`src/rtl/vsync_ctrlr_mc.sv`:
```
// Multi-channel vsync controller: per-channel sync + stability filter, edge pulses and frame counting.
// Optional watchdog/timeout port enabled by defining VSYNC_CTRLR_TIMEOUT_EN.
module vsync_ctrlr_mc #(
    parameter int NUM_CH    = 2,
    parameter int FILT_LEN  = 4,
    parameter int CNT_W     = 8,
    parameter bit VS_POL    = 1'b1,
    parameter int TIMEOUT_W = 20
) (
    input  logic                    clk,
    input  logic                    reset,
    input  logic                    start,
    input  logic [CNT_W-1:0]        num_frames,
    input  logic [NUM_CH-1:0]       vsync,
    output logic [NUM_CH-1:0]       sync_sig,
    output logic [NUM_CH*CNT_W-1:0] frame_cnt,
    output logic                    busy,
    output logic                    finished
`ifdef VSYNC_CTRLR_TIMEOUT_EN
    ,
    output logic                    timeout
`endif
);

    localparam int   FCW   = $clog2(FILT_LEN + 1);
    localparam logic INACT = ~VS_POL;

    typedef enum logic [1:0] {
        S_IDLE = 2'd0,
        S_ARM  = 2'd1,
        S_RUN  = 2'd2,
        S_DONE = 2'd3
    } state_t;

    // Out-of-range configurations elaborate this named scope, making them easy to spot
    if (NUM_CH < 1 || NUM_CH > 8 || FILT_LEN < 2 || FILT_LEN > 16 || TIMEOUT_W < 1) begin : g_param_range_violation
    end

    state_t              state_q;
    logic [NUM_CH-1:0]   sync1_q;
    logic [NUM_CH-1:0]   sync2_q;
    logic [NUM_CH-1:0]   filt_q;
    logic [FCW-1:0]      fcnt_q [NUM_CH];
    logic [CNT_W-1:0]    frame_cnt_q [NUM_CH];
    logic [CNT_W-1:0]    target_q;
    logic [NUM_CH-1:0]   sync_sig_q;
    logic                busy_q;
    logic                finished_q;

    logic [NUM_CH-1:0]   rise_s;
    logic [NUM_CH-1:0]   at_tgt_s;
    logic [NUM_CH-1:0]   cnt_en_s;
    logic                all_done_s;
    logic                all_idle_s;
    logic                start_acc_s;
    logic                wd_exp_s;
    logic                tmo_s;

    // Two-flop synchroniser followed by a run-length stability filter per channel
    always_ff @(posedge clk) begin
        if (!reset) begin
            sync1_q <= {NUM_CH{INACT}};
            sync2_q <= {NUM_CH{INACT}};
            filt_q  <= {NUM_CH{INACT}};
            for (int i = 0; i < NUM_CH; i++) begin
                fcnt_q[i] <= {FCW{1'b0}};
            end
        end else begin
            sync1_q <= vsync;
            sync2_q <= sync1_q;
            for (int i = 0; i < NUM_CH; i++) begin
                if (sync2_q[i] == filt_q[i]) begin
                    fcnt_q[i] <= {FCW{1'b0}};
                end else if (fcnt_q[i] == FCW'(FILT_LEN - 1)) begin
                    filt_q[i] <= sync2_q[i];
                    fcnt_q[i] <= {FCW{1'b0}};
                end else begin
                    fcnt_q[i] <= fcnt_q[i] + FCW'(1);
                end
            end
        end
    end

    // rise_s flags the filter flipping to active on this edge, so the pulse aligns with the flip
    always_comb begin
        rise_s   = {NUM_CH{1'b0}};
        at_tgt_s = {NUM_CH{1'b0}};
        cnt_en_s = {NUM_CH{1'b0}};
        for (int i = 0; i < NUM_CH; i++) begin
            rise_s[i]   = (sync2_q[i] != filt_q[i]) && (sync2_q[i] == VS_POL) &&
                          (fcnt_q[i] == FCW'(FILT_LEN - 1));
            at_tgt_s[i] = (frame_cnt_q[i] >= target_q);
            cnt_en_s[i] = (state_q == S_RUN) && rise_s[i] && !at_tgt_s[i];
        end
    end

    assign all_done_s  = &at_tgt_s;
    assign all_idle_s  = (filt_q == {NUM_CH{INACT}}) && (rise_s == {NUM_CH{1'b0}});
    assign start_acc_s = start && ((state_q == S_IDLE) || (state_q == S_DONE));
    assign tmo_s       = wd_exp_s && ((state_q == S_ARM) || ((state_q == S_RUN) && !all_done_s));

`ifdef VSYNC_CTRLR_TIMEOUT_EN
    logic [TIMEOUT_W-1:0] wd_q;
    logic                 timeout_q;

    assign wd_exp_s = &wd_q;
    assign timeout  = timeout_q;

    // Watchdog restarts on entry to ARM/RUN and on every counted edge
    always_ff @(posedge clk) begin
        if (!reset) begin
            wd_q      <= {TIMEOUT_W{1'b0}};
            timeout_q <= 1'b0;
        end else begin
            if (start_acc_s) begin
                timeout_q <= 1'b0;
            end else if (tmo_s) begin
                timeout_q <= 1'b1;
            end else begin
                timeout_q <= timeout_q;
            end
            if ((state_q != S_ARM) && (state_q != S_RUN)) begin
                wd_q <= {TIMEOUT_W{1'b0}};
            end else if (((state_q == S_ARM) && all_idle_s) || (|cnt_en_s) || tmo_s) begin
                wd_q <= {TIMEOUT_W{1'b0}};
            end else begin
                wd_q <= wd_q + TIMEOUT_W'(1);
            end
        end
    end
`else
    assign wd_exp_s = 1'b0;
`endif

    // Control FSM with registered status, pulse and counter outputs
    always_ff @(posedge clk) begin
        if (!reset) begin
            state_q    <= S_IDLE;
            target_q   <= {CNT_W{1'b0}};
            sync_sig_q <= {NUM_CH{1'b0}};
            busy_q     <= 1'b0;
            finished_q <= 1'b0;
            for (int i = 0; i < NUM_CH; i++) begin
                frame_cnt_q[i] <= {CNT_W{1'b0}};
            end
        end else begin
            sync_sig_q <= cnt_en_s;
            for (int i = 0; i < NUM_CH; i++) begin
                if (cnt_en_s[i]) begin
                    frame_cnt_q[i] <= frame_cnt_q[i] + CNT_W'(1);
                end else begin
                    frame_cnt_q[i] <= frame_cnt_q[i];
                end
            end
            case (state_q)
                S_IDLE, S_DONE: begin
                    if (start) begin
                        target_q <= num_frames;
                        for (int i = 0; i < NUM_CH; i++) begin
                            frame_cnt_q[i] <= {CNT_W{1'b0}};
                        end
                        if (num_frames != {CNT_W{1'b0}}) begin
                            state_q    <= S_ARM;
                            busy_q     <= 1'b1;
                            finished_q <= 1'b0;
                        end else begin
                            state_q    <= S_DONE;
                            busy_q     <= 1'b0;
                            finished_q <= 1'b1;
                        end
                    end else begin
                        state_q <= state_q;
                    end
                end
                S_ARM: begin
                    if (tmo_s) begin
                        state_q    <= S_DONE;
                        busy_q     <= 1'b0;
                        finished_q <= 1'b1;
                    end else if (all_idle_s) begin
                        state_q <= S_RUN;
                    end else begin
                        state_q <= S_ARM;
                    end
                end
                S_RUN: begin
                    if (all_done_s || tmo_s) begin
                        state_q    <= S_DONE;
                        busy_q     <= 1'b0;
                        finished_q <= 1'b1;
                    end else begin
                        state_q <= S_RUN;
                    end
                end
                default: begin
                    state_q    <= S_IDLE;
                    busy_q     <= 1'b0;
                    finished_q <= 1'b0;
                end
            endcase
        end
    end

    for (genvar g = 0; g < NUM_CH; g++) begin : g_pack
        assign frame_cnt[g*CNT_W +: CNT_W] = frame_cnt_q[g];
    end

    assign sync_sig = sync_sig_q;
    assign busy     = busy_q;
    assign finished = finished_q;

endmodule

```
`config.mk`:
```
export PLATFORM = sky130hd
export DESIGN_NAME = vsync_ctrlr_mc
export DESIGN_NICKNAME = d
export VERILOG_FILES = /design/src/rtl/vsync_ctrlr_mc.sv
export SDC_FILE = /design/constraint.sdc
export NUM_CORES = 1
export LEC_CHECK = 0
export BUFFER_PORTS_ARGS = -buffer_cell sky130_fd_sc_hd__buf_4
export CORE_UTILIZATION = 44
export DETAILED_ROUTE_END_ITERATION = 16
export PLACE_DENSITY = 0.67
export SLEW_MARGIN = 20
export SYNTH_ARGS = -nofsm -noshare
export SYNTH_HDL_FRONTEND = slang
export SYNTH_SLANG_ARGS = --single-unit
```
`constraint.sdc`:
```
create_clock -name clk -period 2.25 [get_ports clk]
set_input_delay 0.45 -clock clk [delete_from_list [all_inputs] [get_ports clk]]
set_output_delay 0.45 -clock clk [all_outputs]
set_load 0.02 [all_outputs]
```
==> metrics.md, run 1 <==
| Metric | Value |
|---|---|
| Outcome | `completed` |
| Grt total ovfl | `0` |
| 1st-pass router iterations | `4` |
| DRC | `0` |
| Comb pwr share | `0.399` |
| Number of port buffers | `32` |
| Rel. slew slack | `0.635` |
| Least-Margin Pin Slew | `about 530 ps` |
| FF+latch count, synth | `between 40 and 50` |
| Number of max-cap violations | `0` |
| Post-Syn Area per Cell | `8.74 µm²` |
| Most frequent cells in the layout | `buf_4 (48), dfxtp_1 (35), ha_1 (26)` |
| Worst setup path category | `flip-flop to flip-flop` |
| GR Util met2 | `0.304` |
| Die X | `~74 µm` |
| Gr busiest metal | `met2` |
| Switching power | `0.832 mW` |
| Total die area | `between 5000 and 6000 µm²` |
| Min-Delay Path Class | `primary input to flip-flop` |
| Critical path arrival | `about 2300 ps` |
| Cell Pwr Density | `799 nW/µm²` |
| Slew Limit Fails | `0` |
| Final Hold Vio Count | `0` |
| Clk slew on worst S/H paths | `approximately 80 ps` |
| Crit-path max FO | `10` |
| Crit path to | `frame_cnt_q[0][4]` |
| Post-Route WL | `5.07 mm` |
| Pint | `between 1 and 1.5 mW` |
| Post-DP HPWL | `3.93 mm` |
| Via count | `~2,000` |
| Seq/Total Area, Yosys | `0.395` |
| Crit end category | `flip-flop` |
| Most common cell after layout, fill and taps aside | `buf_4` |
| WHS | `around 360 ps` |
| Clock Path Buffers | `2` |
| Finish-stage setup viols | `0` |
| Final Skew | `between 6 and 7 ps` |
| H-Tree Depth | `2` |
| Mapped cell area | `2280 µm²` |
| Core ar. | `4850 µm²` |
| Reg2reg start | `target_q[1]` |
| Root Driver | `clkbuf_8` |
| Ant diodes | `0` |
| CTS Buf Count | `5` |
| Worst-Skew Late Latency | `around 300 ps` |
| Die height | `around 74 µm` |
| First-pass GRT wire length | `about 8.3 mm` |
| # IOs | `33` |
| GR Layer Usage met3 | `0.0515` |
| CTS tree | `built` |
| Final min period | `approximately 2100 ps` |
| Reg power frac | `0.390` |
| Iter 0 DRT Violations | `~120` |
| FF-to-FF setup slack | `170 ps` |
| Row cnt | `25` |
| Data required time of the worst path | `2480 ps` |
| Worst R2R Path Depth | `8` |
| Synthesis-to-finish area growth | `23.0%` |
| Largest net degree at the start of global routing | `14` |
| RSZ-0062 raised after global routing | `no` |
| Ys Warns | `0` |
| Max VDD drop | `0.000701 V` |
| Reg2reg end | `frame_cnt_q[0][4]` |
| Crit. Startpoint | `target_q[1]` |
| Met1 Use GR | `0.272` |
| Number of distinct library cells after synthesis | `40` |
| GRT Resource Usage Total | `0.200` |
| Vias in the first global route | `1,798` |
| Share of cells above drive strength 1 | `0.188` |
| Nets | `352` |
| Critical path launch point type | `flip-flop` |
| Effective utilization at floorplan | `0.470` |
| Fmax | `approximately 0.48 GHz` |
| Proportion of power drawn by the clock network | `0.211` |
| Routed Antenna Nets | `0` |
| Final Cycle Share | `0.925` |
| Filler instances | `447` |
| Sink Count | `42` |
| Setup TNS | `0 ps` |
| Routability Congestion | `0.896` |
| Antenna violations before repair | `0` |
| Switching Share | `0.371` |
| Vias per cell | `5.32` |
| WL/cell | `13.3 µm` |
| Syn Inst Count | `261` |
| P_leak | `1.20 nW` |
-- worst min-delay path by stage --
stage | startpoint | to | slack, ps | cells past startpoint
after CTS | vsync[1] | sync1_q[1] | 350 | 2
after global placement | sync1_q[1] | sync2_q[1] | 410 | 1
final | vsync[1] | sync1_q[1] | 360 | 2
after floorplan | sync1_q[0] | sync2_q[0] | 410 | 1
after detailed placement | sync1_q[0] | sync2_q[0] | 420 | 1
after global routing | vsync[0] | sync1_q[0] | 350 | 2
-- area by class of cell --
type	instances	area, µm²	share of cell area
clock buffer	6	72.6	0.0259
clock inverter	2	8.76	0.00312
inverter	22	82.6	0.0294
multi-input combinational	194	1290	0.462
sequential	42	902	0.322
tap	67	83.8	0.0299
timing repair buffer	48	360	0.128
-- through the flow --
step                instances  area [µm²]  power (mW)   util  setup WS (ps)
finish                    381        2810        2.24  0.579            168
global route              381        2810        2.40  0.579           18.0
CTS                       381        2790        2.23  0.576            105
detailed placement        373        2710        1.76  0.559            136
global placement          373        2710        1.75  0.559            150
floorplan                 266        2300        1.48      -           47.0
-- power by group through the flow --
stage	sequential (mW)	combinational, mW	clock (mW)
finish	0.875	0.894	0.473
global route	0.885	1.00	0.509
CTS	0.875	0.870	0.489
detailed placement	0.893	0.867	0
global placement	0.891	0.855	0
floorplan	0.904	0.572	0
-- registers in the layout, indices dropped and copies added, names as in the netlist --
name         cells
target_q         8
filt_q           2
fcnt_q           6
finished         1
sync_sig         2
busy             1
sync1_q          2
sync2_q          2
state_q          2
frame_cnt_q     16
-- synthesized netlist by cell type --
cell | count | area share
nand2b_1 | 3 | 0.0082
nand4_1 | 8 | 0.022
conb_1 | 1 | 0.0016
o31ai_1 | 5 | 0.016
nor3_1 | 4 | 0.0088
o21ai_1 | 2 | 0.0044
nand2_1 | 25 | 0.041
and2_1 | 4 | 0.011
a41o_1 | 2 | 0.0088
a21oi_1 | 25 | 0.055
mux2i_1 | 3 | 0.013
o21ai_0 | 11 | 0.024
dfxtp_1 | 36 | 0.32
and3_1 | 5 | 0.014
and4_1 | 1 | 0.0038
nand3_1 | 16 | 0.035
nand2b_4 | 1 | 0.0060
ha_1 | 26 | 0.14
o211ai_1 | 3 | 0.0099
a31o_2 | 1 | 0.0038
clkbuf_1 | 6 | 0.0099
nor2b_1 | 2 | 0.0055
or3_1 | 6 | 0.016
a311oi_1 | 1 | 0.0038
o311ai_2 | 1 | 0.0071
nor4b_1 | 1 | 0.0038
buf_1 | 1 | 0.0016
inv_1 | 22 | 0.036
or2_0 | 1 | 0.0027
edfxtp_1 | 6 | 0.079
a31oi_1 | 4 | 0.011
a2111oi_0 | 1 | 0.0038
a2111oi_4 | 1 | 0.012
a221oi_1 | 2 | 0.0077
nor4_1 | 2 | 0.0055
o21a_1 | 2 | 0.0066
nor2_1 | 14 | 0.023
buf_2 | 1 | 0.0022
or4_1 | 4 | 0.013
a21o_1 | 1 | 0.0033
-- cell families after synthesis --
kind of cell             synth area share
AND/OR/NAND/NOR                     0.220
AO/OA/AOI/OAI                       0.178
multiplexers                       0.0132
buffers and inverters              0.0499
flip-flops                          0.395
adder cells (fa/ha/maj)             0.143
other                             0.00164
-- routing by layer --
metal	wire, µm	vias to the layer above
li1	-	1049
met1	2560	927
met2	2190	42
met3	224	10
met4	93	0
met5	0	-
-- worst max-delay path, cell delays in order, from the launching register on --
cell	delay, ps
dfxtp_1	330
inv_1	60
ha_1	280
nor2b_1	140
o211ai_1	200
a31oi_1	170
buf_4	190
or4_1	500
a21oi_1	150
-- timing repair --
| action | in CTS | in global routing |
|---|---|---|
| setup buffers | 0 | 0 |
| resized for setup | 0 | 4 |
| hold buffers | 0 | 0 |
| setup endpoints to repair | 0 | 6 |
(Power assumes the default switching activity.)
==> run 2: changes to the inputs <==
--- a/config.mk
+++ b/config.mk
@@ -8,6 +8,7 @@
 export BUFFER_PORTS_ARGS = -buffer_cell sky130_fd_sc_hd__buf_4
 export CORE_UTILIZATION = 44
 export DETAILED_ROUTE_END_ITERATION = 16
+export MAX_ROUTING_LAYER = met4
 export PLACE_DENSITY = 0.67
 export SLEW_MARGIN = 20
 export SYNTH_ARGS = -nofsm -noshare
==> run 2 against run 1 <==
Against the previous run:
- via count down 0.15%
- design area unchanged
- setup slack worse by 38 ps
- count of clock-buffer cells in the layout unchanged
- power up 0.12%
==> metrics.md, run 2 (same netlist as run 1, synthesis figures left out) <==
| Metric | Value |
|---|---|
| Outcome | `completed` |
| Setup TNS | `0 ps (unchanged)` |
| Most common cell after layout, fill and taps aside | `buf_4` |
| Cell Pwr Density | `800 nW/µm² (+0.12%)` |
| Largest registers in the final layout | `frame_cnt_q (16), target_q (8), fcnt_q (6)` |
| Min-Delay Path Class | `primary input to flip-flop` |
| Die X | `74 µm (unchanged)` |
| Clock Path Buffers | `2 (unchanged)` |
| Slew Limit Fails | `0 (unchanged)` |
| Critical path arrival | `2350 ps (+40 ps)` |
| DRC | `0 (unchanged)` |
| Final Skew | `6.19 ps (+0.00472 ps)` |
| Vias per cell | `5.31 (-0.15%)` |
| DP Worst Slack | `136 ps (unchanged)` |
| Reg power frac | `0.390 (about the same)` |
| Reg2reg end | `frame_cnt_q[0][4]` |
| Sink Count | `42 (unchanged)` |
| Multi-input gate area | `1290 µm² (unchanged)` |
| Synthesis-to-finish area growth | `23.0% (unchanged)` |
| Most frequent cells in the layout | `buf_4 (48), dfxtp_1 (35), ha_1 (26)` |
| Worst setup path category | `flip-flop to flip-flop` |
| Hold depth | `2 (unchanged)` |
| Largest net degree at the start of global routing | `14 (unchanged)` |
| Critical-path top delay cell | `or4_1` |
| Hold path startpoint | `vsync[1]` |
| Max VDD drop | `0.000703 V (+0.25%)` |
| Reg with most FFs | `frame_cnt_q` |
| Max reg flops | `16 (unchanged)` |
| Final Hold Vio Count | `0 (unchanged)` |
| Share of cells above drive strength 1 | `0.188 (unchanged)` |
| Routed Antenna Nets | `0 (unchanged)` |
| Data required time of the worst path | `2480 ps (about the same)` |
| FF-to-FF setup slack | `130 ps (-40 ps)` |
| Finish-stage setup viols | `0 (unchanged)` |
| Placed cells | `373 (unchanged)` |
| 1st-pass router iterations | `4 (unchanged)` |
| Fin util | `0.579 (unchanged)` |
| Hold buffers post-CTS | `0 (unchanged)` |
| Crit end category | `flip-flop` |
| Via count | `2,025 (-0.15%)` |
| Rel. slew slack | `0.636 (+0.000716)` |
| Final min period | `2120 ps (+38.4 ps)` |
| First-pass GRT wire length | `8.26 mm (-0.33%)` |
| Grt total ovfl | `0 (unchanged)` |
| Slowest stage delay, CP | `500 ps (about the same)` |
| P_leak | `1.20 nW (unchanged)` |
| Iter 0 DRT Violations | `130 (+12%)` |
| Total die area | `5480 µm² (unchanged)` |
| Crit. Startpoint | `target_q[1]` |
| Non-Filler Instances | `381 (unchanged)` |
| H-Tree Depth | `2 (unchanged)` |
| Critical path launch point type | `flip-flop` |
| Ant diodes | `0 (unchanged)` |
| Routability Congestion | `0.911 (+1.7%)` |
| Switching Share | `0.372 (+0.000744)` |
| Post-DP HPWL | `3.93 mm (unchanged)` |
| Vias in the first global route | `1,800 (+0.11%)` |
| Reg2reg start | `target_q[1]` |
| Storage cell area | `902 µm² (unchanged)` |
| Nets | `352 (unchanged)` |
| Switching power | `0.834 mW (+0.32%)` |
| GRT Resource Usage Total | `0.206 (+0.00579)` |
| Number of max-cap violations | `0 (unchanged)` |
| Proportion of power drawn by the clock network | `0.211 (about the same)` |
| Least-Margin Pin Slew | `533 ps (-1.05 ps)` |
| Clk slew on worst S/H paths | `80 ps (about the same)` |
| Filler instances | `447 (unchanged)` |
| Die height | `74 µm (unchanged)` |
| Crit-path max FO | `10 (unchanged)` |
| Crit-path cells | `inv_1 -> ha_1 -> nor2b_1 -> o211ai_1 -> a31oi_1 -> buf_4 -> or4_1 -> a21oi_1` |
| Number of port buffers | `32 (unchanged)` |
| Pint | `1.41 mW (about the same)` |
| Worst R2R Path Depth | `8 (unchanged)` |
| Antenna violations before repair | `0 (unchanged)` |
| WHS | `361 ps (-0.673 ps)` |
| Effective utilization at floorplan | `0.470 (unchanged)` |
| Post-Route WL | `5.07 mm (about the same)` |
| Hold endpoint | `sync1_q[1]` |
| CTS Buf Count | `5 (unchanged)` |
| Worst-Skew Late Latency | `300 ps (about the same)` |
| RSZ-0062 raised after global routing | `no` |
| CTS tree | `built` |
| Root Driver | `clkbuf_8` |
| Row cnt | `25 (unchanged)` |
| WL/cell | `13.3 µm (about the same)` |
| # IOs | `33 (unchanged)` |
| Core ar. | `4850 µm² (unchanged)` |
| Fmax | `0.472 GHz (-1.8%)` |
| Post-route setup slack | `130 ps (-38.4 ps)` |
| Comb pwr share | `0.400 (about the same)` |
| Final Cycle Share | `0.942 (+0.0170)` |
-- run 2: layer usage --
metal	wire length [µm]	GRT usage	up-vias
met5	0	-	-
met4	93	0.0748	0
met3	205	0.0488	10
met2	2200	0.305	40
met1	2580	0.272	928
li1	-	-	1047
-- run 2: worst max path at each step --
stage                                    to
after CTS                 frame_cnt_q[1][2]
after global placement             finished
after global routing      frame_cnt_q[0][3]
after detailed placement  frame_cnt_q[1][2]
final                     frame_cnt_q[0][4]
after floorplan           frame_cnt_q[1][7]
-- run 2: metrics by stage --
| step | power [mW] | area, µm² |
|---|---|---|
| 2_1_floorplan | 1.48 | 2300 |
| 3_3_place_gp | 1.75 | 2710 |
| 3_5_place_dp | 1.76 | 2710 |
| 4_1_cts | 2.23 | 2790 |
| 5_1_grt | 2.39 | 2810 |
| 6_report | 2.25 | 2810 |
-- run 2: layout make-up --
| type | instances | area share |
|---|---|---|
| clock inverters | 2 | 0.00312 |
| repair buffers | 48 | 0.128 |
| multi-input cells | 194 | 0.462 |
| flip-flops and latches | 42 | 0.322 |
| well taps | 67 | 0.0299 |
| clock buffers | 6 | 0.0259 |
| inverters | 22 | 0.0294 |
-- run 2: what timing repair did --
item / 4_1_cts / 5_1_grt
setup buffers: 0 / 0
setup endpoints to repair: 0 / 6
resized for setup: 0 / 4
-- run 2: critical path, delay by kind of cell, from the launching register on --
kind	cells	cell delay (ps)
DFF	1	330
buffers and inverters	2	260
AOI/OAI and AO/OA	3	560
adders and majority gates	1	280
and+or+nand+nor	2	640
-- run 2: power groups by stage --
| stage | Clock (mW) | Sequential, mW | Combinational [mW] |
|---|---|---|---|
| after floorplan | 0 | 0.904 | 0.572 |
| after global placement | 0 | 0.891 | 0.855 |
| after detailed placement | 0 | 0.893 | 0.867 |
| after CTS | 0.489 | 0.875 | 0.870 |
| after global routing | 0.507 | 0.885 | 1.00 |
| final | 0.473 | 0.875 | 0.898 |
